## config.mk

```make
export PLATFORM = sky130hd
export DESIGN_NAME = control_unit
export DESIGN_NICKNAME = d
export VERILOG_FILES = /design/src/rtl/control_unit.sv
export SDC_FILE = /design/constraint.sdc
export NUM_CORES = 1
export LEC_CHECK = 0
export BUFFER_PORTS_ARGS = -buffer_cell sky130_fd_sc_hd__buf_2
export CELL_PAD_IN_SITES_DETAIL_PLACEMENT = 0
export CELL_PAD_IN_SITES_GLOBAL_PLACEMENT = 1
export CORE_UTILIZATION = 35
export CTS_BUF_LIST = sky130_fd_sc_hd__clkbuf_4 sky130_fd_sc_hd__clkbuf_8
export DETAILED_ROUTE_END_ITERATION = 8
export PLACE_DENSITY_LB_ADDON = 0.1
export SLEW_MARGIN = 20
export SYNTH_ARGS = -nofsm -noshare
export SYNTH_HDL_FRONTEND = slang
export SYNTH_SLANG_ARGS = --single-unit
export TNS_END_PERCENT = 30
```

## constraint.sdc

```tcl
create_clock -name clk -period 2.7 [get_ports clk]
set_input_delay 0.54 -clock clk [delete_from_list [all_inputs] [get_ports clk]]
set_output_delay 0.54 -clock clk [all_outputs]
set_load 0.005 [all_outputs]
```

## src/rtl/control_unit.sv

```systemverilog
// ---------------------------------------------------------------------------
// control_unit -- multi-cycle sequencer for the K&S processor.
//
// Drives every data_path control input plus the RAM write strobe. It consumes
// the decoded instruction held in the IR and the four registered ALU flags.
// Instruction cycle: FETCH -> DECODE -> execute state(s) -> FETCH.
//
// Also contains package k_and_s_pkg, which defines the decoded-instruction
// type shared with data_path.
//
// Parameters:
//   BOV_SIGNED          1: BOV/BNOV test signed_overflow
//                       0: BOV/BNOV test unsigned_overflow
//
// Optional feature (compile-time macro CU_MEM_WAIT_EN):
//   When CU_MEM_WAIT_EN is defined, the module gains the input mem_ready.
//   FETCH, LOAD_2 and STORE_2 then hold while mem_ready=0. Their strobes
//   (ir_enable, write_reg_enable, ram_write_enable, pc_enable) fire only in
//   the cycle with mem_ready=1.
//   When CU_MEM_WAIT_EN is undefined, memory is treated as always ready.
//
// Ports:
//   clk                  in   clock, all state changes on posedge
//   rst_n                in   asynchronous active-low reset
//   mem_ready            in   memory ready (only with CU_MEM_WAIT_EN)
//   decoded_instruction  in   current IR decode
//   zero_op              in   registered zero flag
//   neg_op               in   registered negative flag
//   unsigned_overflow    in   registered unsigned overflow flag
//   signed_overflow      in   registered signed overflow flag
//   branch               out  PC loads mem_addr instead of PC+1
//   pc_enable            out  PC update strobe
//   ir_enable            out  IR load strobe
//   addr_sel             out  0: ram_addr=PC, 1: ram_addr=mem_addr
//   c_sel                out  0: bus_c=data_in, 1: bus_c=alu_out
//   operation            out  00 OR, 01 ADD, 10 SUB, 11 AND
//   write_reg_enable     out  register-file write strobe
//   flags_reg_enable     out  flag register load strobe
//   ram_write_enable     out  RAM write strobe
//   halt                 out  processor stopped
// ---------------------------------------------------------------------------

package k_and_s_pkg;

    // Five bits leave room for encodings the decoder does not recognise.
    // Those encodings execute as NOP.
    typedef enum logic [4:0] {
        I_NOP    = 5'd0,
        I_LOAD   = 5'd1,
        I_STORE  = 5'd2,
        I_MOVE   = 5'd3,
        I_ADD    = 5'd4,
        I_SUB    = 5'd5,
        I_AND    = 5'd6,
        I_OR     = 5'd7,
        I_BRANCH = 5'd8,
        I_BZERO  = 5'd9,
        I_BNZERO = 5'd10,
        I_BNEG   = 5'd11,
        I_BNNEG  = 5'd12,
        I_BOV    = 5'd13,
        I_BNOV   = 5'd14,
        I_HALT   = 5'd15
    } decoded_instruction_type;

endpackage

module control_unit
    import k_and_s_pkg::*;
#(
    parameter bit BOV_SIGNED = 1'b1
) (
    input  logic                    clk,
    input  logic                    rst_n,
`ifdef CU_MEM_WAIT_EN
    input  logic                    mem_ready,
`endif
    input  decoded_instruction_type decoded_instruction,
    input  logic                    zero_op,
    input  logic                    neg_op,
    input  logic                    unsigned_overflow,
    input  logic                    signed_overflow,
    output logic                    branch,
    output logic                    pc_enable,
    output logic                    ir_enable,
    output logic                    addr_sel,
    output logic                    c_sel,
    output logic [1:0]              operation,
    output logic                    write_reg_enable,
    output logic                    flags_reg_enable,
    output logic                    ram_write_enable,
    output logic                    halt
);

    typedef enum logic [3:0] {
        S_FETCH   = 4'd0,
        S_DECODE  = 4'd1,
        S_LOAD_1  = 4'd2,
        S_LOAD_2  = 4'd3,
        S_STORE_1 = 4'd4,
        S_STORE_2 = 4'd5,
        S_MOVE    = 4'd6,
        S_ALU     = 4'd7,
        S_BRANCH  = 4'd8,
        S_NOP     = 4'd9,
        S_HALT    = 4'd10
    } state_t;

    localparam logic [1:0] OP_OR  = 2'b00;
    localparam logic [1:0] OP_ADD = 2'b01;
    localparam logic [1:0] OP_SUB = 2'b10;
    localparam logic [1:0] OP_AND = 2'b11;

    state_t state;
    state_t next_state;

    // Memory handshake. The memory-touching states advance and strobe only
    // when mem_ok is high. Without the wait feature, mem_ok is tied high.
    logic mem_ok;
`ifdef CU_MEM_WAIT_EN
    assign mem_ok = mem_ready;
`else
    assign mem_ok = 1'b1;
`endif

    // Overflow flag used by BOV/BNOV, selected at elaboration time.
    logic ovf;
    assign ovf = BOV_SIGNED ? signed_overflow : unsigned_overflow;

    // Branch condition. The flags are the registered values, so an ALU
    // instruction immediately before the branch is already reflected here.
    logic branch_taken;
    always_comb begin
        branch_taken = 1'b0;
        case (decoded_instruction)
            I_BRANCH: branch_taken = 1'b1;
            I_BZERO:  branch_taken = zero_op;
            I_BNZERO: branch_taken = ~zero_op;
            I_BNEG:   branch_taken = neg_op;
            I_BNNEG:  branch_taken = ~neg_op;
            I_BOV:    branch_taken = ovf;
            I_BNOV:   branch_taken = ~ovf;
            default:  branch_taken = 1'b0;
        endcase
    end

    // ALU opcode for the ALU state. MOVE does not use this; it forces OR (a|a).
    logic [1:0] alu_op;
    always_comb begin
        alu_op = OP_OR;
        case (decoded_instruction)
            I_ADD:   alu_op = OP_ADD;
            I_SUB:   alu_op = OP_SUB;
            I_AND:   alu_op = OP_AND;
            default: alu_op = OP_OR;
        endcase
    end

    // State register.
    always_ff @(posedge clk or negedge rst_n) begin
        if (!rst_n) begin
            state <= S_FETCH;
        end else begin
            state <= next_state;
        end
    end

    // Next-state and output decode.
    always_comb begin
        next_state       = state;
        branch           = 1'b0;
        pc_enable        = 1'b0;
        ir_enable        = 1'b0;
        addr_sel         = 1'b0;
        c_sel            = 1'b0;
        operation        = OP_OR;
        write_reg_enable = 1'b0;
        flags_reg_enable = 1'b0;
        ram_write_enable = 1'b0;
        halt             = 1'b0;

        case (state)
            S_FETCH: begin
                addr_sel  = 1'b0;
                ir_enable = mem_ok;
                if (mem_ok) begin
                    next_state = S_DECODE;
                end
            end

            S_DECODE: begin
                case (decoded_instruction)
                    I_LOAD:   next_state = S_LOAD_1;
                    I_STORE:  next_state = S_STORE_1;
                    I_MOVE:   next_state = S_MOVE;
                    I_ADD,
                    I_SUB,
                    I_AND,
                    I_OR:     next_state = S_ALU;
                    I_BRANCH,
                    I_BZERO,
                    I_BNZERO,
                    I_BNEG,
                    I_BNNEG,
                    I_BOV,
                    I_BNOV:   next_state = S_BRANCH;
                    I_HALT:   next_state = S_HALT;
                    default:  next_state = S_NOP;
                endcase
            end

            // The first cycle puts mem_addr on the RAM address. The read data
            // is captured in the second cycle.
            S_LOAD_1: begin
                addr_sel   = 1'b1;
                next_state = S_LOAD_2;
            end

            S_LOAD_2: begin
                addr_sel         = 1'b1;
                c_sel            = 1'b0;
                write_reg_enable = mem_ok;
                pc_enable        = mem_ok;
                if (mem_ok) begin
                    next_state = S_FETCH;
                end
            end

            // Address setup precedes the write strobe by one cycle.
            S_STORE_1: begin
                addr_sel   = 1'b1;
                next_state = S_STORE_2;
            end

            S_STORE_2: begin
                addr_sel         = 1'b1;
                ram_write_enable = mem_ok;
                pc_enable        = mem_ok;
                if (mem_ok) begin
                    next_state = S_FETCH;
                end
            end

            // A register copy goes through the ALU as a|a. Flags are left
            // untouched.
            S_MOVE: begin
                operation        = OP_OR;
                c_sel            = 1'b1;
                write_reg_enable = 1'b1;
                pc_enable        = 1'b1;
                next_state       = S_FETCH;
            end

            S_ALU: begin
                operation        = alu_op;
                c_sel            = 1'b1;
                write_reg_enable = 1'b1;
                flags_reg_enable = 1'b1;
                pc_enable        = 1'b1;
                next_state       = S_FETCH;
            end

            S_BRANCH: begin
                pc_enable  = 1'b1;
                branch     = branch_taken;
                next_state = S_FETCH;
            end

            S_NOP: begin
                pc_enable  = 1'b1;
                next_state = S_FETCH;
            end

            // Terminal state: only rst_n leaves it.
            S_HALT: begin
                halt       = 1'b1;
                next_state = S_HALT;
            end

            default: begin
                next_state = S_FETCH;
            end
        endcase

        // While reset is held, the state already reads FETCH. FETCH would
        // otherwise raise ir_enable, so every output is forced low here.
        if (!rst_n) begin
            branch           = 1'b0;
            pc_enable        = 1'b0;
            ir_enable        = 1'b0;
            addr_sel         = 1'b0;
            c_sel            = 1'b0;
            operation        = OP_OR;
            write_reg_enable = 1'b0;
            flags_reg_enable = 1'b0;
            ram_write_enable = 1'b0;
            halt             = 1'b0;
        end
    end

endmodule

```

* After elaboration in Yosys (flattened, before gate mapping)
Memory sizes are Yosys's and may differ from the RTL's.
Cells that the tools add are included.
W data, S select, Z words.
** Word-level totals
- Flip-flop bits (word level) :: 4
- Bits in latches :: 0
- Memory bits (writable) :: 0
- Bits in read-only memories :: 64
- Bits of input ports :: 11
- Output and inout bits :: 11
- Word-level logic and storage cells :: 54
- Memories :: 1
** Cells by class
- Add/sub/neg operators :: 0
- Multiply operators :: 0
- Div/mod/pow operators :: 0
- Magnitude comparators :: 0
- Equal/unequal tests :: 20
- Shift-type cells :: 0
- Multiplexer cells :: 24
- Bitwise gates (word level) :: 3
- Reductions and logical operators :: 5
** Memories
- (no name shown) :: words 16, width 4, rd ports 1, clocked after memory_dff 0, write ports 0, RTL line 192 : case (decoded_instruction)
** Operators with widths (count)
- $eq A5 B4 Y1 const B :: 7
- $pmux W4 S5 :: 1
- $mux W1 :: 18
- $eq A4 B3 Y1 const B :: 4
- $eq A5 B3 Y1 const B :: 3
- $eq A4 B4 Y1 const B :: 3
- $eq A4 B2 Y1 const B :: 2
- $pmux W1 S7 :: 1
- $pmux W2 S3 :: 1
- $reduce_or A6 Y1 :: 1
- $eq A4 B1 Y1 const B :: 1
- $logic_not A4 Y1 :: 1
- $mux W2 :: 2
- $mux W4 :: 1
- $reduce_or A4 Y1 :: 1
- $not A1 Y1 :: 3
- $reduce_or A3 Y1 :: 1
- $reduce_or A2 Y1 :: 1

* Depth between registers and ports, before layout
- Depth in word-level cells :: 4
- Mapped depth :: 4
- Gate-level depth less buffers :: 3

* Worst setup path after synthesis
Ideal clock, no wire load.
- Path type :: in2out
- Start point :: input decoded_instruction[1]
- End point :: output branch
- Data arrival time :: 1.320 ns
- Data required time :: 2.160 ns
- Slack :: 0.840 ns
- Stages :: 4
- Buffers on the path :: 1
- Path through :: clkbuf_8 > or3b_2 > o211ai_1 > a221oi_1
** On the way
- Word-level cells in the longest chain between the ends :: 4
- Elaborated cells on any way between the ends :: 10
- Those cells by class :: 7 x eq/ne; 3 x mux
** Ends and longest elaborated chain
- from (decl) :: RTL line 78 : input decoded_instruction_type decoded_instruction,
- $eq A5 B4 Y1 :: RTL line 135 : case (decoded_instruction)
- $pmux W1 S7 * :: RTL line 135
- $mux W1 * :: RTL line 182 : case (state)
- $mux W1 * :: RTL line 287 : if (!rst_n) begin
- to (decl) :: RTL line 83 : output logic branch,
Mark *: on every way between the ends. The rest lies on a longest branch, timed or not.

* Final worst setup path
- Start point :: input decoded_instruction[0]
- End point :: output branch
Same word-level chain as after synthesis.

==> flow_summary.ini <==
[sta]
fmax_mhz = 485
min_period_ps = 2060
setup_viol = 0
worst_pin_slew_ps = 404
tns_ps = 0
finalHoldViolCount = 0
slew_headroom = 0.731
finalClockSkew_ps = 3.54
timing.final.crit_share = 0.764
maxSlewViolCount = 0
rsz0062_at_grt = no
setup_slack_ps = 637

[routing]
routed_wl_um = 1130
wl_per_cell_um = 12.0
viasPerCell = 5.32
drcViolationCount = 0
dr.pass1.iters = 4
ant_nets = 0
dr.first_iter.drc_count = 7
num_vias = 500

[place]
port_buffers = 20
place_ws_ps = 632
routabilityCongestion = 0.713
dpl.hpwl_um = 830
dp_cells = 91

[pwr]
pwr-share-clk = 0.195
power_frac_comb = 0.425
switchingPower_w = 0.000170
p_seq_frac = 0.380
irDropWorstVdd_v = 0.000475
p_int_w = 0.000217
swShare = 0.440
p_leak_nw = 0.258
p_per_area_mw_per_mm2 = 701

[grt]
grt_use_total = 0.167
grt-ovfl-total = 0
grt_max_degree = 14
grt_pass1_wl_um = 1690
antenna_found_initial = 0
grt_pass1_vias = 386

[floorplanning]
start_util = 0.372
fp.dieH_um = 39.2
dieWidth_um = 39.2
design.core.area_sq_mm = 0.00130
io_pins = 22
row_count = 13
die_area_sq_mm = 0.00154

[clock_network]
cts.hold.buffers_added = 0
clockBufferDepth = 2
cts_htree_levels = 1
clk_pin_slew_ps = 40
clkLatencyLatePin_ps = 240
clock-root-buffer = clkbuf_4
cts.repair.resized = 0
clock_sinks = 4
numCtsBuffers = 3
cts_setup_buffers = 0
cts_tree = done

[layout]
fin_util = 0.424
antenna_cells = 0
largest_reg_flops = 4
reg_top3 = state: 4 flops
stdcell_count = 94
largest_register = state
area_growth_syn_to_layout_pct = 14.0
fin_nets = 92
post_route_cells_drive_above_1_share = 0.329

[synth]
synthArstFlopShare = 1.00
ys_ff_latch = 4
syn_inst = 63
synth_area_per_cell_sq_um = 7.69
synth_edf_count = 0
synthFlopType = dfrtp_1
synthDistinctLibCells = 32
synth_warnings = 0
ys_seq_area_frac = 0.207
syn_area_sq_um = 484
synth_nets = 74

[run_status]
status = completed

[setup_path]
path_max_fanout = 10
rr_worst_depth = 3
timing.rr.end = state[1]
cp.arrival_ps = 1520
r2r_start = state[1]
end_kind = primary output
worstSetupPathType = in2out
r2r_slack_ps = 1300
startpoint_type = primary input
cp.required_ps = 2160

[worst_hold_path]
hold_class = in2async

[flow_run]
maxCapViolations = 0
[worst max-delay path by stage]
stage / startpoint / endpoint / slack [ps] / cells after the start
3_3_place_gp: decoded_instruction[0] / branch / 630 / 5
3_5_place_dp: decoded_instruction[0] / branch / 630 / 5
4_1_cts: decoded_instruction[0] / branch / 630 / 5
2_1_floorplan: decoded_instruction[1] / branch / 840 / 4
6_report: decoded_instruction[0] / branch / 640 / 5
5_1_grt: state[2] / operation[1] / 520 / 4
[synthesized netlist by cell type (2+ instances only)]
cell type	count	area, sq um
nor2_1	7	26.3
nand2_1	6	22.5
a21oi_1	4	20.0
buf_6	4	45.0
dfrtp_1	4	100
inv_1	4	15.0
o21ai_0	4	20.0
nor3_1	3	15.0
buf_4	2	15.0
nor2b_1	2	12.5
xnor2_1	2	17.5
[metal layers]
layer,up-vias,GRT usage,routed length [um]
met1,220,0.215,559
met2,20,0.250,495
met5,-,0,0
met4,0,0.0259,0
met3,0,0.0867,72
li1,260,-,-
[critical path: stages]
cell      delay (ps)
buf_2            180
nor2b_1           70
a221o_1          340
a221oi_1         240
buf_2            150
[placed cells by master, fill, tap and decap left out]
cell type / n
nor4_1: 1
o21bai_1: 1
a211o_1: 1
o21ai_0: 4
nand4bb_1: 1
o31a_1: 1
nor3_1: 3
a211oi_1: 1
a21oi_2: 1
dfrtp_1: 4
a21oi_1: 4
a221o_1: 1
nor2_1: 7
nand4_1: 1
or3b_2: 1
a31oi_1: 1
nand3_1: 1
a221oi_1: 1
and2_2: 1
o211ai_1: 1
buf_2: 20
inv_1: 4
nor2b_1: 2
and4b_1: 1
nand2b_1: 1
or3b_1: 1
nand2_1: 6
o2111ai_1: 1
o32ai_1: 1
xnor2_1: 2
clkbuf_4: 3
[power groups by stage]
stage | Clock [W] | Sequential [W] | Combinational (W)
final | 0.0000756 | 0.000147 | 0.000164
after global placement | 0 | 0.000149 | 0.000164
after global routing | 0.0000832 | 0.000157 | 0.000186
after detailed placement | 0 | 0.000147 | 0.000164
after floorplan | 0 | 0.0000962 | 0.000204
after CTS | 0.0000776 | 0.000147 | 0.000166
[cells by family after synthesis]
logic type	after synthesis	synth area share
compound gates	19	0.271
xor+xnor	2	0.0362
buf+inv	11	0.183
flops	4	0.207
simple gates	27	0.302
[layout make-up]
cell class / count / area (sq um)
Clock buffer: 3 / 22.5
Tap cell: 15 / 18.8
Multi-Input combinational cell: 48 / 295
Timing Repair Buffer: 20 / 100
Sequential cell: 4 / 100
Inverter: 4 / 15.0
Fill cell: 150 / 749
[per-stage QoR]
step                hold slack, ps  power [W]  cell area (sq um)
detailed placement             378   0.000311                529
CTS                            127   0.000390                552
global placement               373   0.000313                529
global route                   126   0.000426                552
floorplan                      244   0.000301                484
finish                         128   0.000387                552
Power figures use the tool's default switching activity.
